<file path="config.mk">
export PLATFORM = sky130hd
export DESIGN_NAME = conv_engine_scheduler_flat
export DESIGN_NICKNAME = d
export VERILOG_FILES = /design/src/rtl/mnist_pkg.sv /design/src/rtl/conv_engine_scheduler_if.sv /design/src/rtl/rr_arbiter.sv /design/src/rtl/conv_engine_scheduler.sv /design/src/flat_wrapper.sv
export SDC_FILE = /design/constraint.sdc
export NUM_CORES = 1
export LEC_CHECK = 0
export CORE_MARGIN = 8
export CORE_UTILIZATION = 41
export CTS_CLUSTER_DIAMETER = 30
export DETAILED_ROUTE_END_ITERATION = 7
export HOLD_SLACK_MARGIN = 0.15
export PLACE_DENSITY = 0.81
export SYNTH_ARGS = -nofsm -noshare
export SYNTH_HDL_FRONTEND = slang
export SYNTH_HIERARCHICAL = 1
export SYNTH_SLANG_ARGS = --single-unit
export TNS_END_PERCENT = 5
</file>
<file path="constraint.sdc">
create_clock -name clock -period 2.7 [get_ports clock]
set_clock_uncertainty 0.05 [all_clocks]
set_input_delay 0.54 -clock clock [delete_from_list [all_inputs] [get_ports clock]]
set_output_delay 0.54 -clock clock [all_outputs]
set_load 0.005 [all_outputs]
</file>
<file path="src/rtl/mnist_pkg.sv">
// mnist_pkg: types and helpers shared by the mnist layer schedulers.
package mnist_pkg;
    typedef logic signed [15:0] feature_type;
    typedef enum logic [1:0] {SCH_IDLE, SCH_LOAD, SCH_DRAIN, SCH_RELEASE} sched_state_type;
    localparam int MAX_REQ = 16;
    typedef struct packed {
        logic       found;
        logic [3:0] idx;
    } rr_pick_type;
    // Scan n slots starting at ptr; the smallest offset from ptr wins.
    function automatic rr_pick_type rr_pick(input logic [MAX_REQ-1:0] valid, input logic [3:0] ptr, input int n);
        rr_pick_type r;
        logic [3:0] j;
        r = '0;
        for (int k = MAX_REQ - 1; k >= 0; k--) begin
            j = 4'((int'(ptr) + k) % n);
            if (k < n && valid[j]) begin
                r.found = 1'b1;
                r.idx = j;
            end
        end
        return r;
    endfunction
endpackage

</file>
<file path="src/rtl/conv_engine_scheduler_if.sv">
// conv_engine_scheduler_if: requester and engine stream signals around the scheduler.
interface conv_engine_scheduler_if import mnist_pkg::*; #(parameter int NUM_REQ = 4);
    logic [NUM_REQ-1:0] req_valid, req_ready, rsp_valid, rsp_ready;
    feature_type        req_features [NUM_REQ];
    feature_type        rsp_features;
    logic               eng_in_valid, eng_in_ready, eng_out_valid, eng_out_ready;
    feature_type        eng_in_features, eng_out_features;
    modport master (
        output req_valid, req_features, rsp_ready, eng_in_ready, eng_out_valid, eng_out_features,
        input  req_ready, rsp_valid, rsp_features, eng_in_valid, eng_in_features, eng_out_ready
    );
    modport slave (
        input  req_valid, req_features, rsp_ready, eng_in_ready, eng_out_valid, eng_out_features,
        output req_ready, rsp_valid, rsp_features, eng_in_valid, eng_in_features, eng_out_ready
    );
endinterface

</file>
<file path="src/rtl/rr_arbiter.sv">
// rr_arbiter: combinational round-robin pick starting at ptr.
module rr_arbiter import mnist_pkg::*; #(
    parameter int NUM_REQ = 4,
    localparam int IW = $clog2(NUM_REQ)
) (
    input  logic [NUM_REQ-1:0] req,
    input  logic [IW-1:0]      ptr,
    output logic [IW-1:0]      grant,
    output logic               any
);
    rr_pick_type pick;
    assign pick = rr_pick(MAX_REQ'(req), 4'(ptr), NUM_REQ);
    assign grant = IW'(pick.idx);
    assign any = pick.found;
endmodule

</file>
<file path="src/rtl/conv_engine_scheduler.sv">
// conv_engine_scheduler: lends one convolution engine to NUM_REQ requesters, one whole frame at a time.
module conv_engine_scheduler import mnist_pkg::*; #(
    parameter int NUM_REQ = 4,
    parameter int IMAGE_HEIGHT = 28,
    parameter int IMAGE_WIDTH = 28,
    parameter int IN_IMAGES = 1,
    parameter int OUT_IMAGES = 20,
    localparam int IW = $clog2(NUM_REQ)
) (
    input  logic                    clock,
    input  logic                    reset_n,
    conv_engine_scheduler_if.slave  bus,
    output logic                    busy,
    output logic [IW-1:0]           grant_id,
    output logic [15:0]             frames_done,
    output logic                    protocol_err
);
    localparam int IN_BEATS = IN_IMAGES * IMAGE_HEIGHT * IMAGE_WIDTH;
    localparam int OUT_BEATS = OUT_IMAGES * IMAGE_HEIGHT * IMAGE_WIDTH;
    localparam int ICW = $clog2(IN_BEATS) + 1;
    localparam int OCW = $clog2(OUT_BEATS) + 1;
    sched_state_type    state, state_next;
    logic [IW-1:0]      rr_ptr, arb_grant;
    logic [ICW-1:0]     in_cnt;
    logic [OCW-1:0]     out_cnt;
    logic [NUM_REQ-1:0] sel;
    logic               arb_any, load, drain, in_hs, out_hs, in_last, out_last;
    rr_arbiter #(.NUM_REQ(NUM_REQ)) u_arb (.req(bus.req_valid), .ptr(rr_ptr), .grant(arb_grant), .any(arb_any));
    always_comb begin
        load = state == SCH_LOAD;
        drain = state == SCH_DRAIN;
        sel = NUM_REQ'(1) << grant_id;
        bus.eng_in_valid = load && bus.req_valid[grant_id];
        bus.eng_in_features = load ? bus.req_features[grant_id] : '0;
        bus.req_ready = (load && bus.eng_in_ready) ? sel : '0;
        bus.rsp_valid = (drain && bus.eng_out_valid) ? sel : '0;
        bus.eng_out_ready = drain && bus.rsp_ready[grant_id];
        bus.rsp_features = drain ? bus.eng_out_features : '0;
        in_hs = bus.eng_in_valid && bus.eng_in_ready;
        out_hs = bus.eng_out_valid && bus.eng_out_ready;
        in_last = in_cnt == ICW'(IN_BEATS - 1);
        out_last = out_cnt == OCW'(OUT_BEATS - 1);
        busy = state != SCH_IDLE;
        state_next = state;
        unique case (state)
            SCH_IDLE:    state_next = arb_any ? SCH_LOAD : SCH_IDLE;
            SCH_LOAD:    state_next = (in_hs && in_last) ? SCH_DRAIN : SCH_LOAD;
            SCH_DRAIN:   state_next = (out_hs && out_last) ? SCH_RELEASE : SCH_DRAIN;
            SCH_RELEASE: state_next = SCH_IDLE;
        endcase
    end
    always_ff @(posedge clock or negedge reset_n) begin
        if (!reset_n) begin
            state <= SCH_IDLE;
            grant_id <= '0;
            rr_ptr <= '0;
            in_cnt <= '0;
            out_cnt <= '0;
            frames_done <= '0;
            protocol_err <= 1'b0;
        end else begin
            state <= state_next;
            if (state == SCH_IDLE && arb_any) grant_id <= arb_grant;
            if (in_hs) in_cnt <= in_last ? '0 : in_cnt + ICW'(1);
            if (out_hs) out_cnt <= out_last ? '0 : out_cnt + OCW'(1);
            if (state == SCH_RELEASE) begin
                rr_ptr <= (grant_id == IW'(NUM_REQ - 1)) ? '0 : grant_id + IW'(1);
                frames_done <= frames_done + 16'd1;
            end
            // Results arriving while nobody is draining would be silently lost.
            if (bus.eng_out_valid && !drain) protocol_err <= 1'b1;
        end
    end
endmodule

</file>
<file path="src/flat_wrapper.sv">
// flat-port wrapper written by rule: the top's interface ports become plain ports
module conv_engine_scheduler_flat import mnist_pkg::*;
#(
    parameter int NUM_REQ = 4,
    parameter int IMAGE_HEIGHT = 28,
    parameter int IMAGE_WIDTH = 28,
    parameter int IN_IMAGES = 1,
    parameter int OUT_IMAGES = 20,
    localparam int IW = $clog2(NUM_REQ)
)
  (clock, reset_n, busy, grant_id, frames_done, protocol_err, bus_req_valid, bus_req_features, bus_rsp_ready, bus_eng_in_ready, bus_eng_out_valid, bus_eng_out_features, bus_req_ready, bus_rsp_valid, bus_rsp_features, bus_eng_in_valid, bus_eng_in_features, bus_eng_out_ready);
  conv_engine_scheduler_if #(.NUM_REQ(NUM_REQ)) bus_i ();
  input  logic clock;
  input  logic reset_n;
  output logic busy;
  output logic [IW-1:0] grant_id;
  output logic [15:0] frames_done;
  output logic protocol_err;
  input wire logic [$bits(bus_i.req_valid)-1:0] bus_req_valid;
  input wire logic [$bits(bus_i.req_features)-1:0] bus_req_features;
  input wire logic [$bits(bus_i.rsp_ready)-1:0] bus_rsp_ready;
  input wire logic [$bits(bus_i.eng_in_ready)-1:0] bus_eng_in_ready;
  input wire logic [$bits(bus_i.eng_out_valid)-1:0] bus_eng_out_valid;
  input wire logic [$bits(bus_i.eng_out_features)-1:0] bus_eng_out_features;
  output wire logic [$bits(bus_i.req_ready)-1:0] bus_req_ready;
  output wire logic [$bits(bus_i.rsp_valid)-1:0] bus_rsp_valid;
  output wire logic [$bits(bus_i.rsp_features)-1:0] bus_rsp_features;
  output wire logic [$bits(bus_i.eng_in_valid)-1:0] bus_eng_in_valid;
  output wire logic [$bits(bus_i.eng_in_features)-1:0] bus_eng_in_features;
  output wire logic [$bits(bus_i.eng_out_ready)-1:0] bus_eng_out_ready;
  assign bus_i.req_valid = bus_req_valid;
  assign bus_i.req_features = {>>{bus_req_features}};
  assign bus_i.rsp_ready = bus_rsp_ready;
  assign bus_i.eng_in_ready = bus_eng_in_ready;
  assign bus_i.eng_out_valid = bus_eng_out_valid;
  assign bus_i.eng_out_features = bus_eng_out_features;
  assign bus_req_ready = bus_i.req_ready;
  assign bus_rsp_valid = bus_i.rsp_valid;
  assign bus_rsp_features = bus_i.rsp_features;
  assign bus_eng_in_valid = bus_i.eng_in_valid;
  assign bus_eng_in_features = bus_i.eng_in_features;
  assign bus_eng_out_ready = bus_i.eng_out_ready;
  conv_engine_scheduler #(.NUM_REQ(NUM_REQ), .IMAGE_HEIGHT(IMAGE_HEIGHT), .IMAGE_WIDTH(IMAGE_WIDTH), .IN_IMAGES(IN_IMAGES), .OUT_IMAGES(OUT_IMAGES)) u_core (.clock(clock), .reset_n(reset_n), .bus(bus_i), .busy(busy), .grant_id(grant_id), .frames_done(frames_done), .protocol_err(protocol_err));
endmodule
</file>
* Yosys cells after proc, flatten, opt, wreduce, memory -nomap -nowiden
Index checks and enable logic that the tools add are counted.
** Storage, ports and cells
- Memory bits (writable) :: 0
- Bits in read-only memories :: 0
- Bits in registers :: 49
- Bits in latches :: 0
- Output and inout port bits :: 62
- Memories kept :: 0
- Logic and storage cells :: 77
** Operators by class
- Divide/modulo/power cells :: 0
- Equality and inequality tests :: 6
- $lt $le $gt $ge :: 6
- Mux-type cells :: 30
- Reduce and logical (&&, ||, !) cells :: 16
- Bitwise logic cells :: 4
- Multiply operators :: 0
- Shift operators :: 1
- Add/subtract/negate cells :: 7
** Operator list (number)
- two-way mux 16 bit :: 4
- binary-select mux 16 bit (select 2 bit) :: 1
- two-way mux 5 bit :: 4
- adder 16 x 1 -> 16 bit, second input constant :: 1
- adder 15 x 1 -> 15 bit, second input constant :: 1
- == test 15 x 14 -> 1 bit, second input constant :: 1
- < comparator 4 x 5 -> 1 bit, second input constant :: 3
- two-way mux 15 bit :: 1
- adder 11 x 1 -> 11 bit, second input constant :: 1
- == test 11 x 10 -> 1 bit, second input constant :: 1
- two-way mux 11 bit :: 1
- logical AND 1 bit :: 10
- binary-select mux 1 bit (select 3 bit) :: 3
- two-way mux 1 bit :: 8
- two-way mux 4 bit :: 2
- case mux 2 bit (4 select lines) :: 1
- binary-select mux 1 bit (select 2 bit) :: 3
- == test 2 bit, second input constant :: 3
- OR reduction 2 bit :: 3
- < comparator 2 x 5 -> 1 bit, second input constant :: 1
- adder 2 x 1 -> 2 bit, second input constant :: 2
- adder 2 bit, second input constant :: 2
- two-way mux 2 bit :: 2
- << shifter 1 x 2 -> 4 bit, first input constant :: 1
- other kinds (8) :: 10

* Depth between registers and ports, before layout
Gate-level depths: netlist of run 1.
- Depth in word-level cells :: 11
- Mapped depth :: 6
- Gate-level depth less buffers :: 5

* Hierarchy
Netlist of run 1, hierarchy kept.
** By module, submodules not included
- conv_engine_scheduler :: instances 1, cells an instance 290, area an instance 3089.2 µm², seq. area each 1226.2 µm²
- rr_arbiter :: instances 1, cells an instance 15, area an instance 77.6 µm², seq. area each 0.0 µm²

* Worst setup path before layout of run 1
Ideal clock, no wire load.
- Path type :: reg-to-output
- From :: register u_core.grant_id[0]
- To :: output bus_eng_in_features[10]
- Buffers on the path :: 2
- Setup slack :: 438 ps
- Data arrival time :: 1672 ps
- Cell stages (with the launch flop) :: 5
- Cells stage by stage :: dfrtp_1 -> buf_2 -> buf_4 -> mux4_2 -> and2_1
** On the way
- Longest elaborated chain between the ends :: 5
** Ends and longest elaborated chain
- from (decl) :: line conv_engine_scheduler.sv:14 : output logic [IW-1:0] grant_id,
- from (signal assigned) :: line conv_engine_scheduler.sv:63 : if (state == SCH_IDLE && arb_any) grant_id <= arb_grant;
- NOT 2 -> 3 bit (implied by the code) :: line conv_engine_scheduler.sv:34 : bus.eng_in_features = load ? bus.req_features[grant_id] : '0;
- binary-select mux 16 bit (select 2 bit) :: line conv_engine_scheduler.sv:34
- two-way mux 16 bit (implied by the code) (2 in series) :: line conv_engine_scheduler.sv:34
- two-way mux 16 bit :: line conv_engine_scheduler.sv:34
- to (decl) :: line flat_wrapper.sv:29 : output wire logic [$bits(bus_i.eng_in_features)-1:0] bus_eng_in_features;
No other way between the ends. The select of a mux whose other input is x is not followed.

* Worst setup path after layout of run 1
- From :: register u_core.grant_id[0]
- To :: output bus_eng_in_features[13]
Same word-level chain as after synthesis.

==> results of run 1 <==
worst register-to-register path: cells and delay by family (launching register included):
kind          cells  cell delay, ns
buf+inv           2            0.35
flops             1            0.42
mux               2            0.87
simple gates      2            0.39
state kept, by name (all words and copies together), names as in the netlist, named ones only:
register and cells:
u_core/in_cnt 11, u_core/grant_id 2, u_core/protocol_err 1, u_core/frames_done 16, u_core/out_cnt 15, u_core/state 1
u_core/rr_ptr 2
area by class of cell:
class                           instances  share of cell area (%)
Clock inverter                          3                    1.28
Tap cell                              102                    2.51
Inverter                               11                   0.813
Multi-Input combinational cell        233                    36.3
Clock buffer                            5                    1.36
Sequential cell                        49                    24.2
Timing Repair Buffer                  168                    33.6
per-layer routing:
metal	GRT usage, %	wire, um
met5	0	0
met2	32.9	5120
met1	18.7	3650
met3	6.94	830
met4	4.96	154
layout by cell type, fill, tap and decap left out, drive strengths merged, types with 2 or more instances in the layout:
cell type	Yosys	final
a21o	5	5
a21oi	10	10
a22o	5	5
and2	46	46
and3	9	9
and3b	3	3
and4	5	5
buf	7	16
bufinv	0	2
clkbuf	5	5
clkdlybuf4s50	0	140
dfrtp	49	49
dlygate4sd2	0	2
dlymetal6s2s	0	10
ha	7	7
inv	11	11
mux2	6	6
mux2i	2	2
mux4	18	18
nand2	23	23
nand3	19	19
nand4	10	10
nor2	12	12
nor2b	3	3
nor3	2	2
nor4	2	2
nor4b	2	2
o21ai	7	7
or3	2	2
xnor2	16	16
xor2	9	9
final timing paths:
check	startpoint	endpoint	slack [ns]
max reg2reg	u_core/grant_id[0]$_DFFE_PN0P_	u_core/in_cnt[10]$_DFFE_PN0P_	0.52
min reg2reg	u_core/out_cnt[14]$_DFFE_PN0P_	u_core/out_cnt[14]$_DFFE_PN0P_	0.42
max	u_core/grant_id[0]$_DFFE_PN0P_	bus_eng_in_features[13]	0.08
max in group asynchronous	reset_n	u_core/grant_id[0]$_DFFE_PN0P_	1.88
min	reset_n	u_core/out_cnt[0]$_DFFE_PN0P_	0.28
min in group clock	u_core/out_cnt[14]$_DFFE_PN0P_	u_core/out_cnt[14]$_DFFE_PN0P_	0.42
power breakdown:
| part | internal, uW | leakage [uW] | switching [uW] | total (uW) |
|---|---|---|---|---|
| Combinational | 389 | 0.00149 | 194 | 582 |
| Sequential | 779 | 0.000638 | 45.2 | 824 |
| Clock | 368 | 0.0000681 | 247 | 615 |
| Total | 1540 | 0.00220 | 486 | 2020 |
logic make-up (layout without fill, tap and decap cells):
family	count (synthesis)	after routing	share of synthesized area (%)
buf+inv	23	187	3.12
fa+ha+maj	7	7	2.77
xor+xnor	25	25	6.91
simple gates	141	141	25.8
mux	26	26	15.6
flops	49	49	38.7
compound gates	34	34	7.07
stage by stage:
stage               utilization, %  hold slack [ns]  setup TNS [ns]
floorplan                        -            0.194               0
global placement              64.1            0.394               0
detailed placement            64.1            0.410         -0.0148
CTS                           66.4            0.301               0
global route                  66.8            0.341               0
finish                        66.8            0.278               0
what timing repair did:
item,4_1_cts,5_1_grt
hold endpoints to repair,0,0
gates cloned,1,0
setup endpoints to repair,2,10
resized for setup,4,10
buffers inserted,1,0
==> impl_results.md, run 1 <==
* Status: finished, final reports clean
* First-pass GRT wire length at 16.0 mm
* Top cells by area in the synthesized netlist: dfrtp_1 39%, mux4_2 13%, and2_1 9.1%
* Avg Cell Area, Syn at 10.4 um2
* Required @ worst endpoint at 2.11 ns
* TritonCTS clock tree: yes
* Share of cells above drive strength 1 at 10.7%
* Mapped Nets at 404
* Max_cap viols at 0
* Fmax at 0.382 GHz
* Vias in the first global route at 3218
* Die Footprint at 10800 um2
* CP max FO at 12
* DR vias/cell at 5.22
* Fin crit share at 96.9%
* Dpl cells at 561
* WP buf/inv at 2
* Slew @ Worst Pin at 0.611 ns
* Antenna-violating nets left at 0
* Number of buffers added on ports at 153
* Crit path arrival time at 2.03 ns
* Initial DRC count at 217
* Syn Inst Count at 305
* Final-layout fill cell count at 594
* Max incr delay on CP at 0.51 ns
* Reg clk slew, reported paths at 0.09 ns
* Sink Count at 49
* Warnings from Yosys at 6
* Top-count cell post-synth: dfrtp_1
* Leakage power at 0.00220 uW
* Hold WC Path Type: input port to async pin
* Critical path type: flop to output port
* Total Nets Final at 567
* Clock Latency Late Sink at 0.30 ns
* Root buffer cell: clkbuf_8
* Levels on crit path at 4
* Number of antenna repair diodes at 0
* Final Hold Fails at 0
* Die height at 104 um
* RSZ-0062 raised after global routing: no
* Cell taking the most area after synthesis: dfrtp_1
* Number of I/O pins at 154
* Synth cell count leaders: 49 x dfrtp_1, 46 x and2_1, 23 x nand2_1, 19 x nand3_1, 18 x mux4_2
* Routed via count at 2978
* Final Critical Period at 2.62 ns
* Pwr Total at 2020 uW
* Setup ws final at 0.0830 ns
* Post-synth cell types at 43
* Number of synthesized flops with an enable pin at 0
* Ys async rst share at 100%
* Hold-fix buffers, CTS at 0
* R2R depth at 6
* Die width at 104 um
* Critical Path Source Type: flop
* Max-slew violations at 0
* Final setup viols at 0
* H-tree depth at 2
* CP Capture Type: output port
* Cell Count, Final, Fillers Out at 571
* Initial Utilization at 41.6%
* Maximum VDD drop at 0.000217 V
* CP max-delay cell: mux4_2
* CTS Buf Count at 5
* Family with the most delay on the worst path: buffers and inverters
* Final Cell Area at 5080 um2
* P per Cell Area at 398 nW/um2
* Post-detail-place hpwl at 7.82 mm
* Post-place setup slack at -0.0148 ns
* Synthesis-to-finish area growth at 60.4%
* Primary FF master, synth: dfrtp_1
* Pin count of the biggest net entering global routing at 50
* Placed cell area at 4870 um2
* Total GRT Usage at 18.0%
* Multi-input logic area at 1840 um2
* Drt first pass iters at 6
* Yosys reg bits at 49
* Relative slew slack at 59.2%
* Netlist Area Pre-Place at 3170 um2
* Routed Wire Length at 9.76 mm
* Area taken by flip-flops and latches at 1230 um2
* Worst path cell trace: buf_12, mux4_2, and2_1, clkdlybuf4s50_1
* CTS Buffer Depth at 2
* Seq/Total Area, Yosys at 38.7%
* Antenna violations before repair at 0
* Core Region at 7610 um2
* DR WL/cell at 17.1 um
* Gr ovfl total at 0
* GPL Wtd Cong at 0.810
* Number of placement rows at 32
* DRC errors left at 0
* Top-area cell type share of the netlist area at 38.7%
(Power assumes the default switching activity.)
==> inputs of run 2 (changes only) <==
--- a/config.mk
+++ b/config.mk
@@ -5,8 +5,9 @@
 export SDC_FILE = /design/constraint.sdc
 export NUM_CORES = 1
 export LEC_CHECK = 0
+export ABC_AREA = 1
 export CORE_MARGIN = 8
-export CORE_UTILIZATION = 41
+export CORE_UTILIZATION = 44
 export CTS_CLUSTER_DIAMETER = 30
 export DETAILED_ROUTE_END_ITERATION = 7
 export HOLD_SLACK_MARGIN = 0.15
==> run 2 against run 1 <==
Fmax increased by 0.93%. Sequential share of layout area is 2.1 points lower. Largest cell class unchanged. Register-to-register slack improved by 0.35 ns. Sequential cell count unchanged. Utilization down 2.1 points. Synthesized area grew 22%. Sequential power grew 16%. Die area is 11% higher. Synthesized cell count rose by 94%. First-iteration DRC count up 6.0%. Count of clock-buffer cells in the layout rose by 1.
==> impl_results.md, run 2 <==
* Required @ worst endpoint at 2.11 ns
* Hold WC Path Type: input port to async pin
* Share of cells above drive strength 1 at 7.71%
* DRC errors left at 0
* Post-detail-place hpwl at 9.87 mm
* Clock Latency Late Sink at 0.31 ns
* CTS Buf Count at 5
* Core Region at 8590 um2
* First-pass GRT wire length at 20.2 mm
* Post-CTS Setup Bufs at 0
* Antenna-violating nets left at 0
* Drt first pass iters at 5
* Commonest cells after routing, fill and taps aside: 152 x clkdlybuf4s50_1, 143 x nand2_1, 133 x nor2_1, 58 x inv_1, 48 x dfrtp_1
* Fmax at 0.386 GHz
* Antenna violations before repair at 0
* Relative slew slack at 58.9%
* Root buffer cell: clkbuf_8
* Routed via count at 4371
* Largest regs: u_core/frames_done (16), u_core/out_cnt (15), u_core/in_cnt (11)
* Worst R2R Setup Slack at 0.87 ns
* Warnings from Yosys at 6
* Setup total negative slack at 0 ns
* Gr ovfl total at 0
* Slew @ Worst Pin at 0.616 ns
* Final Critical Period at 2.59 ns
* Mapped Nets at 691
* H-tree depth at 2
* Routed Wire Length at 12.6 mm
* Pin count of the biggest net entering global routing at 50
* TritonCTS clock tree: yes
* Die width at 110 um
* Number of synthesized flops with an enable pin at 0
* Number of antenna repair diodes at 0
* Maximum VDD drop at 0.000343 V
* CP max FO at 21
* P per Cell Area at 638 nW/um2
* CTS Buffer Depth at 2
* R2r endpoint: u_core/in_cnt[9]$_DFFE_PN0P_
* Netlist Area Pre-Place at 3850 um2
* Critical path type: flop to output port
* RSZ-0062 raised after global routing: no
* Seq/Total Area, Yosys at 31.8%
* Critical Path Source Type: flop
* Vias in the first global route at 4200
* Max_cap viols at 0
* Max reg flops at 16
* Number of buffers added on ports at 153
* Max-slew violations at 0
* Sink Count at 49
* Leakage power at 0.00254 uW
* DR vias/cell at 5.16
* Top-count cell post-synth: nand2_1
* Reg clk slew, reported paths at 0.10 ns
* Avg Cell Area, Syn at 6.51 um2
* Reg2reg start: u_core/grant_id[0]$_DFFE_PN0P_
* R2R depth at 8
* GPL Wtd Cong at 0.920
* Largest Register: u_core/frames_done
* Fin Hold WS at 0.265 ns
* Cell taking the most area after synthesis: dfrtp_1
* Initial DRC count at 230
* Die height at 110 um
* Crit path arrival time at 2.00 ns
* DR WL/cell at 14.9 um
* Number of placement rows at 34
* Initial Utilization at 44.8%
* Top-area cell type share of the netlist area at 31.8%
* Final setup viols at 0
* Total Nets Final at 837
* Final Hold Fails at 0
* Number of I/O pins at 154
* Die Footprint at 12000 um2
* Status: finished, final reports clean
* Yosys reg bits at 49
* CP Capture Type: output port
* Ys async rst share at 100%
* Top cells by area in the synthesized netlist: dfrtp_1 32%, nand2_1 14%, nor2_1 13%
* Primary FF master, synth: dfrtp_1
* Syn Inst Count at 592
* Total GRT Usage at 20.7%
* Most common cell after layout, fill and taps aside: clkdlybuf4s50_1
* Synthesis-to-finish area growth at 44.3%
* Fin crit share at 96.0%
* Synth cell count leaders: 143 x nand2_1, 133 x nor2_1, 58 x inv_1, 49 x dfrtp_1, 42 x o21ai_0
* Post-synth cell types at 37
-- run 2: cell types whose count changed after synthesis, sizes merged, moves of 6 or more --
cell   previous run  this run
nand2            23       154
a21oi            10        19
inv              11        66
nand3            19        38
mux4             18         0
nand4            10        19
and2             46         0
nor2             12       139
xnor2            16         7
o21ai             7        46
and3              9         0
mux2              6         0
buf               7        14
-- run 2: how the worst max path moves through the flow --
stage | startpoint | endpoint | slack, ns | depth (start not counted)
floorplan | u_core/grant_id[1]$_DFFE_PN0P_ | bus_req_ready[0] | 0.88 | 7
finish | u_core/grant_id[1]$_DFFE_PN0P_ | bus_req_ready[0] | 0.11 | 5
global route | u_core/grant_id[0]$_DFFE_PN0P_ | bus_eng_in_features[5] | 0.00009 | 6
CTS | u_core/grant_id[0]$_DFFE_PN0P_ | bus_eng_in_features[13] | 0.02 | 6
detailed placement | bus_req_features[61] | bus_eng_in_features[13] | 0.11 | 6
global placement | bus_req_features[61] | bus_eng_in_features[13] | 0.12 | 6
-- run 2: area by class of cell --
class	count	area, um2
well taps	108	135
inverters	67	260
clock inverters	2	37.5
repair buffers	158	1580
multi-input cells	457	2230
clock buffers	6	82.6
fillers	732	3030
flip-flops and latches	49	1230
-- run 2: logic make-up after synthesis --
logic type / count (synthesis) / share of synthesized area (%)
buffers and inverters: 86 / 10.4
XOR/XNOR: 19 / 4.32
flip-flops: 49 / 31.8
AO/OA/AOI/OAI: 71 / 9.90
adder cells (fa/ha/maj): 7 / 2.27
AND/OR/NAND/NOR: 360 / 41.3
-- run 2: timing repair --
action	in CTS	in global routing
setup endpoints to repair	19	16
gates resized for setup	2	3
hold buffers	0	0
-- run 2: stage by stage --
step	utilization (%)	worst slack (ns)	instances	total power, uW	cell area (um2)
2_1_floorplan	-	0.882	592	2080	3850
3_3_place_gp	63.1	0.116	839	2920	5420
3_5_place_dp	63.1	0.107	839	2980	5420
4_1_cts	64.6	0.0152	847	3550	5550
5_1_grt	64.7	0.0000859	847	3830	5560
6_report	64.7	0.107	847	3540	5560
-- run 2: power by group --
group | internal (uW) | switching (uW) | leakage [uW]
Clock | 302 | 257 | 0.0000574
Combinational | 987 | 1040 | 0.00184
Sequential | 826 | 132 | 0.000649
Total | 2110 | 1430 | 0.00254
-- run 2: per-layer routing --
| layer | vias up | global-route usage [%] | wire [um] |
|---|---|---|---|
| li1 | 2158 | - | - |
| met1 | 2046 | 24.6 | 5120 |
| met2 | 156 | 37.5 | 6330 |
| met3 | 11 | 3.93 | 1030 |
| met4 | 0 | 5.01 | 119 |
| met5 | - | 0 | 0 |
-- run 2: worst max-delay path, cell delays in order, from the launching register on --
cell	delay [ns]
dfrtp_1	0.40
inv_2	0.35
ha_1	0.25
inv_1	0.06
nor2_1	0.11
clkdlybuf4s50_1	0.52
